==> config.mk <==
export PLATFORM = sky130hd
export DESIGN_NAME = fw_local_intc_rr_claim
export DESIGN_NICKNAME = d
export VERILOG_FILES = /design/src/rtl/fw_local_intc_rr_claim.sv
export SDC_FILE = /design/constraint.sdc
export NUM_CORES = 1
export LEC_CHECK = 0
export BUFFER_PORTS_ARGS = -buffer_cell sky130_fd_sc_hd__clkbuf_2
export CORE_UTILIZATION = 52
export DETAILED_ROUTE_END_ITERATION = 12
export GPL_TIMING_DRIVEN = 0
export PLACE_DENSITY_LB_ADDON = 0.25
export SETUP_SLACK_MARGIN = 0.2
export SLEW_MARGIN = 20
export SYNTH_ARGS = -nofsm -noshare
export SYNTH_HDL_FRONTEND = slang
export SYNTH_SLANG_ARGS = --single-unit
==> constraint.sdc <==
create_clock -name clock -period 3.14 [get_ports clock]
set_input_delay 0.628 -clock clock [delete_from_list [all_inputs] [get_ports clock]]
set_output_delay 0.628 -clock clock [all_outputs]
set_load 0.02 [all_outputs]
==> src/rtl/fw_local_intc_rr_claim.sv <==
// Round-robin claim/complete controller between a local interrupt controller's
// pending lines and a CPU. One source is offered at a time; once claimed it is
// held in service until the CPU completes it with the matching id.
module fw_local_intc_rr_claim #(
    parameter int N_SRCS = 8,
    parameter int ID_W   = 3
) (
    input  logic              clock,
    input  logic              reset_n,
    input  logic [N_SRCS-1:0] src,
    input  logic [N_SRCS-1:0] en,
    output logic              irq,
    output logic [ID_W-1:0]   irq_id,
    input  logic              claim_req,
    output logic              claim_ack,
    output logic              claim_valid,
    output logic [ID_W-1:0]   claim_id,
    input  logic              complete_req,
    input  logic [ID_W-1:0]   complete_id,
    output logic              complete_ack,
    output logic              complete_err,
    output logic              busy
);

    typedef enum logic [1:0] {
        S_IDLE   = 2'd0,
        S_ARB    = 2'd1,
        S_OFFER  = 2'd2,
        S_ACTIVE = 2'd3
    } state_t;

    // Highest valid id; the pointer wraps to 0 after granting this one.
    localparam logic [ID_W-1:0] LAST_ID = ID_W'(N_SRCS - 1);
    // Source count widened by one bit so pointer+offset sums can be reduced.
    localparam logic [ID_W:0]   N_WIDE  = (ID_W + 1)'(N_SRCS);

    state_t            state_q, state_d;
    logic [ID_W-1:0]   ptr_q, ptr_d;
    logic [ID_W-1:0]   winner_q, winner_d;
    logic [ID_W-1:0]   active_q, active_d;
    logic              irq_q, irq_d;
    logic [ID_W-1:0]   irq_id_q, irq_id_d;
    logic              claim_ack_q, claim_ack_d;
    logic              claim_valid_q, claim_valid_d;
    logic [ID_W-1:0]   claim_id_q, claim_id_d;
    logic              complete_ack_q, complete_ack_d;
    logic              complete_err_q, complete_err_d;
    logic              busy_q, busy_d;

    logic [N_SRCS-1:0] eligible;
    logic [N_SRCS-1:0] elig_rot;
    logic [ID_W-1:0]   cand_id [N_SRCS];
    logic [ID_W-1:0]   rr_winner;

    assign eligible = src & en;

    // Position gi of the search order maps to source (ptr + gi) mod N_SRCS;
    // elig_rot is the eligible vector viewed in that order.
    for (genvar gi = 0; gi < N_SRCS; gi++) begin : g_cand
        logic [ID_W:0] cand_sum;

        // Candidate id and its eligibility for this search position.
        always_comb begin
            cand_sum = {1'b0, ptr_q} + (ID_W + 1)'(gi);
            if (cand_sum >= N_WIDE) begin
                cand_sum = cand_sum - N_WIDE;
            end
            cand_id[gi]  = cand_sum[ID_W-1:0];
            elig_rot[gi] = eligible[cand_id[gi]];
        end
    end

    // First eligible source at or after the pointer wins (lowest search position).
    always_comb begin
        rr_winner = '0;
        for (int i = N_SRCS - 1; i >= 0; i--) begin
            if (elig_rot[i]) begin
                rr_winner = cand_id[i];
            end
        end
    end

    // Next-state and registered-output computation.
    always_comb begin
        state_d        = state_q;
        ptr_d          = ptr_q;
        winner_d       = winner_q;
        active_d       = active_q;
        claim_ack_d    = 1'b0;
        claim_valid_d  = 1'b0;
        claim_id_d     = '0;
        complete_ack_d = 1'b0;
        complete_err_d = 1'b0;

        case (state_q)
            S_IDLE: begin
                if (|eligible) begin
                    state_d = S_ARB;
                end
            end
            S_ARB: begin
                // Requests may have vanished since IDLE saw them.
                if (|eligible) begin
                    winner_d = rr_winner;
                    state_d  = S_OFFER;
                end else begin
                    state_d = S_IDLE;
                end
            end
            S_OFFER: begin
                // A claim beats a same-cycle withdrawal of the offered source.
                if (claim_req) begin
                    active_d = winner_q;
                    ptr_d    = (winner_q == LAST_ID) ? '0 : winner_q + 1'b1;
                    state_d  = S_ACTIVE;
                end else if (!eligible[winner_q]) begin
                    state_d = S_IDLE;
                end
            end
            S_ACTIVE: begin
                if (complete_req && (complete_id == active_q)) begin
                    state_d = S_IDLE;
                end
            end
            default: begin
                state_d = S_IDLE;
            end
        endcase

        // Every claim strobe is answered; it is only granted while offering.
        if (claim_req) begin
            claim_ack_d = 1'b1;
            if (state_q == S_OFFER) begin
                claim_valid_d = 1'b1;
                claim_id_d    = winner_q;
            end
        end

        // Every complete strobe is answered; only the in-service id is accepted.
        if (complete_req) begin
            complete_ack_d = 1'b1;
            complete_err_d = !((state_q == S_ACTIVE) && (complete_id == active_q));
        end

        irq_d    = (state_d == S_OFFER);
        irq_id_d = (state_d == S_OFFER) ? winner_d : '0;
        busy_d   = (state_d == S_ACTIVE);
    end

    // State and output registers, cleared immediately by reset.
    always_ff @(posedge clock or negedge reset_n) begin
        if (!reset_n) begin
            state_q        <= S_IDLE;
            ptr_q          <= '0;
            winner_q       <= '0;
            active_q       <= '0;
            irq_q          <= 1'b0;
            irq_id_q       <= '0;
            claim_ack_q    <= 1'b0;
            claim_valid_q  <= 1'b0;
            claim_id_q     <= '0;
            complete_ack_q <= 1'b0;
            complete_err_q <= 1'b0;
            busy_q         <= 1'b0;
        end else begin
            state_q        <= state_d;
            ptr_q          <= ptr_d;
            winner_q       <= winner_d;
            active_q       <= active_d;
            irq_q          <= irq_d;
            irq_id_q       <= irq_id_d;
            claim_ack_q    <= claim_ack_d;
            claim_valid_q  <= claim_valid_d;
            claim_id_q     <= claim_id_d;
            complete_ack_q <= complete_ack_d;
            complete_err_q <= complete_err_d;
            busy_q         <= busy_d;
        end
    end

    assign irq          = irq_q;
    assign irq_id       = irq_id_q;
    assign claim_ack    = claim_ack_q;
    assign claim_valid  = claim_valid_q;
    assign claim_id     = claim_id_q;
    assign complete_ack = complete_ack_q;
    assign complete_err = complete_err_q;
    assign busy         = busy_q;

endmodule
==> run metrics <==
# diodes=0; post-synth net total=232; r2r endpoint=winner_q[0]; RSZ-0062 raised after global routing=no; max-slew violations=0; status=finished clean; share of the synthesized area in the top cell type=25.9%; commonest register cell after synthesis=dfrtp_1; routed len/inst=19.5 um; Final min period=2.80 ns; worst path cell trace=buf_6 -> inv_4 -> clkbuf_8 -> ha_4 -> xor2_4 -> mux4_2 -> mux2i_4 -> o2111ai_2 -> a31oi_2 -> o22ai_1; CTS max path bufs=2; Worst Path Class, Setup=reg -> reg; Compound-Gate Fraction of Synth Area=17.9%; DRT iter0 DRCs=216; NetSw=1.26 mW; post-CTS setup buffer count=0; clk_skew=0.00891 ns; post-synth top area cell=dfrtp_1; gr usage total=28.4%; Seq/Total Area, Yosys=roughly 26%; Yosys reg bits=23; Die Wd=67.4 um; Synth-to-Final Area Change=14.7%; vias per inst=roughly 6.5; mapped cell area=around 2200 um^2; Worst-path clk slew=0.09 ns; total CTS buffers=3; Mean Syn Cell Area=10.9 um^2; simple logic cell fraction of the synthesized area=roughly 16%; # rows=23; TNS Setup=0 ns; Placed Instances=289; clock sink count=23; largest net degree at the start of global routing=24; EDFF count, synth=0; Worst-Skew Late Latency=0.27 ns; Hold-fix buffers, CTS=0; Post-DP HPWL=roughly 4300 um; combinational power share=73.8%; Slowest-stage cell, CP=mux4_2; H-Tree Depth=1; Final nets=about 270; ys async rst share=100%; DRT Pass-1 Iters=4; fin crit share=between 80% and 90%; Clk pwr share=under 10%; synth warn=0; GRT overflow=0; Req. time, crit path=3.29 ns; HP Class=in -> async; worst vdd ir=0.000456 V; setup violators final=0; worst r2r src=ptr_q[0]; final hold vios=0; R2R depth=10; post-synthesis mux area share=27.6%; CTS Root Cell=clkbuf_8; Net Sw Frac=between 40% and 50%; Setup crit start kind=flip-flop; Crit Path Max Fanout=10; Max-Cap Viols=0; final std cells w/o fill=293; main combinational cell family by area after synthesis=multiplexers; Fill cells=330; PD cells=1040 nW/um^2; crit path DAT=2.96 ns; fmax=0.357 GHz; initial antenna violation count=0; Synth cell types=63; post-synthesis adder-cell area fraction=under 10%; Starting Density=54.8%; IO Pins=35; relative slew slack=62.7%; pre-CTS setup slack=0.0386 ns; WHS=0.327 ns; die footprint=approximately 4500 um^2; Seq pwr share=19.1%; Area contributors post-synth=dfrtp_1 (26%), mux4_2 (16%), mux2i_1 (4.5%); Die H=between 60 and 70 um; XOR/XNOR Fraction of Synth Area=around 3.6%; Setup crit end=winner_q[0]; endpoint type of the worst setup path=flip-flop; share of cells above drive strength 1=36.6%; PnR worst setup slack=0.335 ns; Worst setup startpoint=ptr_q[0]; register-to-register setup slack=~0.34 ns; RePlAce Congestion=0.924; antenna viol nets, final=0; vias=1906; Worst path max stage delay=0.55 ns; core area=4060 um^2; Port Buf Inserts=34; worst-margin pin slew=around 0.56 ns; Pint=1.40 mW; Leakage=1.11 nW; Syn Inst Count=approximately 210; DRC=0; first-pass GRT wire length=between 9000 and 10000 um; aggregate routed wire length=5720 um; vias in the first global route=about 1800; CTS tree=done
## layout make-up
class                      count  area [um^2]  area share, %
multi-input combinational    163         1540           60.5
tap                           50         62.6           2.45
buffer                        10          115           4.51
sequential                    23          577           22.6
clock buffer                   3         41.3           1.62
clock inverter                 1         5.00          0.196
timing repair buffer          34          170           6.67
inverter                       9         37.5           1.47
## kinds of logic (layout without fill, tap and decap cells)
logic type	count (synthesis)	count (layout)
flops	23	23
xor+xnor	7	7
buf+inv	19	57
mux	34	34
simple gates	65	65
fa+ha+maj	4	4
compound gates	53	53
## critical path: cells and delay by family (launching register included)
family	cells	cell delay (ns)
flip-flops	1	0.46
adder cells (fa/ha/maj)	1	0.21
AO/OA/AOI/OAI	3	0.51
buffers and inverters	3	0.51
XOR/XNOR	1	0.20
multiplexers	2	0.78
## worst min-delay path by stage
stage                 from     endpoint  slack (ns)
2_1_floorplan      reset_n  active_q[0]        0.33
3_3_place_gp   active_q[0]  active_q[0]        0.49
3_5_place_dp   active_q[0]  active_q[0]        0.49
4_1_cts            reset_n    claim_ack        0.35
5_1_grt            reset_n    claim_ack        0.37
6_report           reset_n    claim_ack        0.33
## power by group through the flow
stage | logic, mW | registers, mW | clock network [mW]
2_1_floorplan | 1.43 | 0.528 | 0
3_3_place_gp | 1.81 | 0.507 | 0
3_5_place_dp | 1.83 | 0.509 | 0
4_1_cts | 1.88 | 0.504 | 0.194
5_1_grt | 2.12 | 0.523 | 0.208
6_report | 1.96 | 0.507 | 0.189
## metrics by stage
| step | total power [mW] | util (%) | cell area, um^2 |
|---|---|---|---|
| detailed placement | 2.34 | 60.6 | 2460 |
| global route | 2.85 | 62.9 | 2550 |
| global placement | 2.31 | 60.6 | 2460 |
| floorplan | 1.96 | - | 2220 |
| finish | 2.66 | 62.9 | 2550 |
| CTS | 2.58 | 62.4 | 2530 |
## layout by cell type (no fill, tap or decap), types with 3 or more instances in the layout
master and instances:
nand2_1 16, and3_1 5, a21oi_1 5, mux4_2 17
a21o_1 4, and2_1 7, xor2_1 4, o211ai_1 5
inv_1 6, clkbuf_2 34, nor2_1 8, a22oi_1 6
ha_1 3, clkbuf_8 7, dfrtp_1 22, a31oi_1 4
mux2i_1 10, nand2_2 3, nand2b_1 4, buf_6 5
nor3_1 4, o21ai_0 5
## Yosys cell counts (6+ instances only)
library cell,n
dfrtp_1,23
a22oi_1,6
nor2_1,8
nand2_1,16
mux4_2,16
and2_1,7
mux2i_1,10
inv_1,6
## layer usage
layer  vias up  GRT usage [%]  routed length (um)
met5         -              0                   0
met4         0           5.05                  58
met3         8           6.08                 442
met2        93           45.5                2810
met1       918           40.0                2410
li1        887              -                   -
## registers in the layout (all words and copies together), names as in the netlist, 2 cells and up
signal and count:
winner_q 3, claim_id 3, irq_id 3, ptr_q 3, active_q 3, state_q 2
## repair_timing
| item | 4_1_cts | 5_1_grt |
|---|---|---|
| gates resized for setup | 5 | 5 |
| endpoints found under the setup margin | 3 | 4 |
| cloned | 0 | 0 |
(Power assumes the default switching activity.)
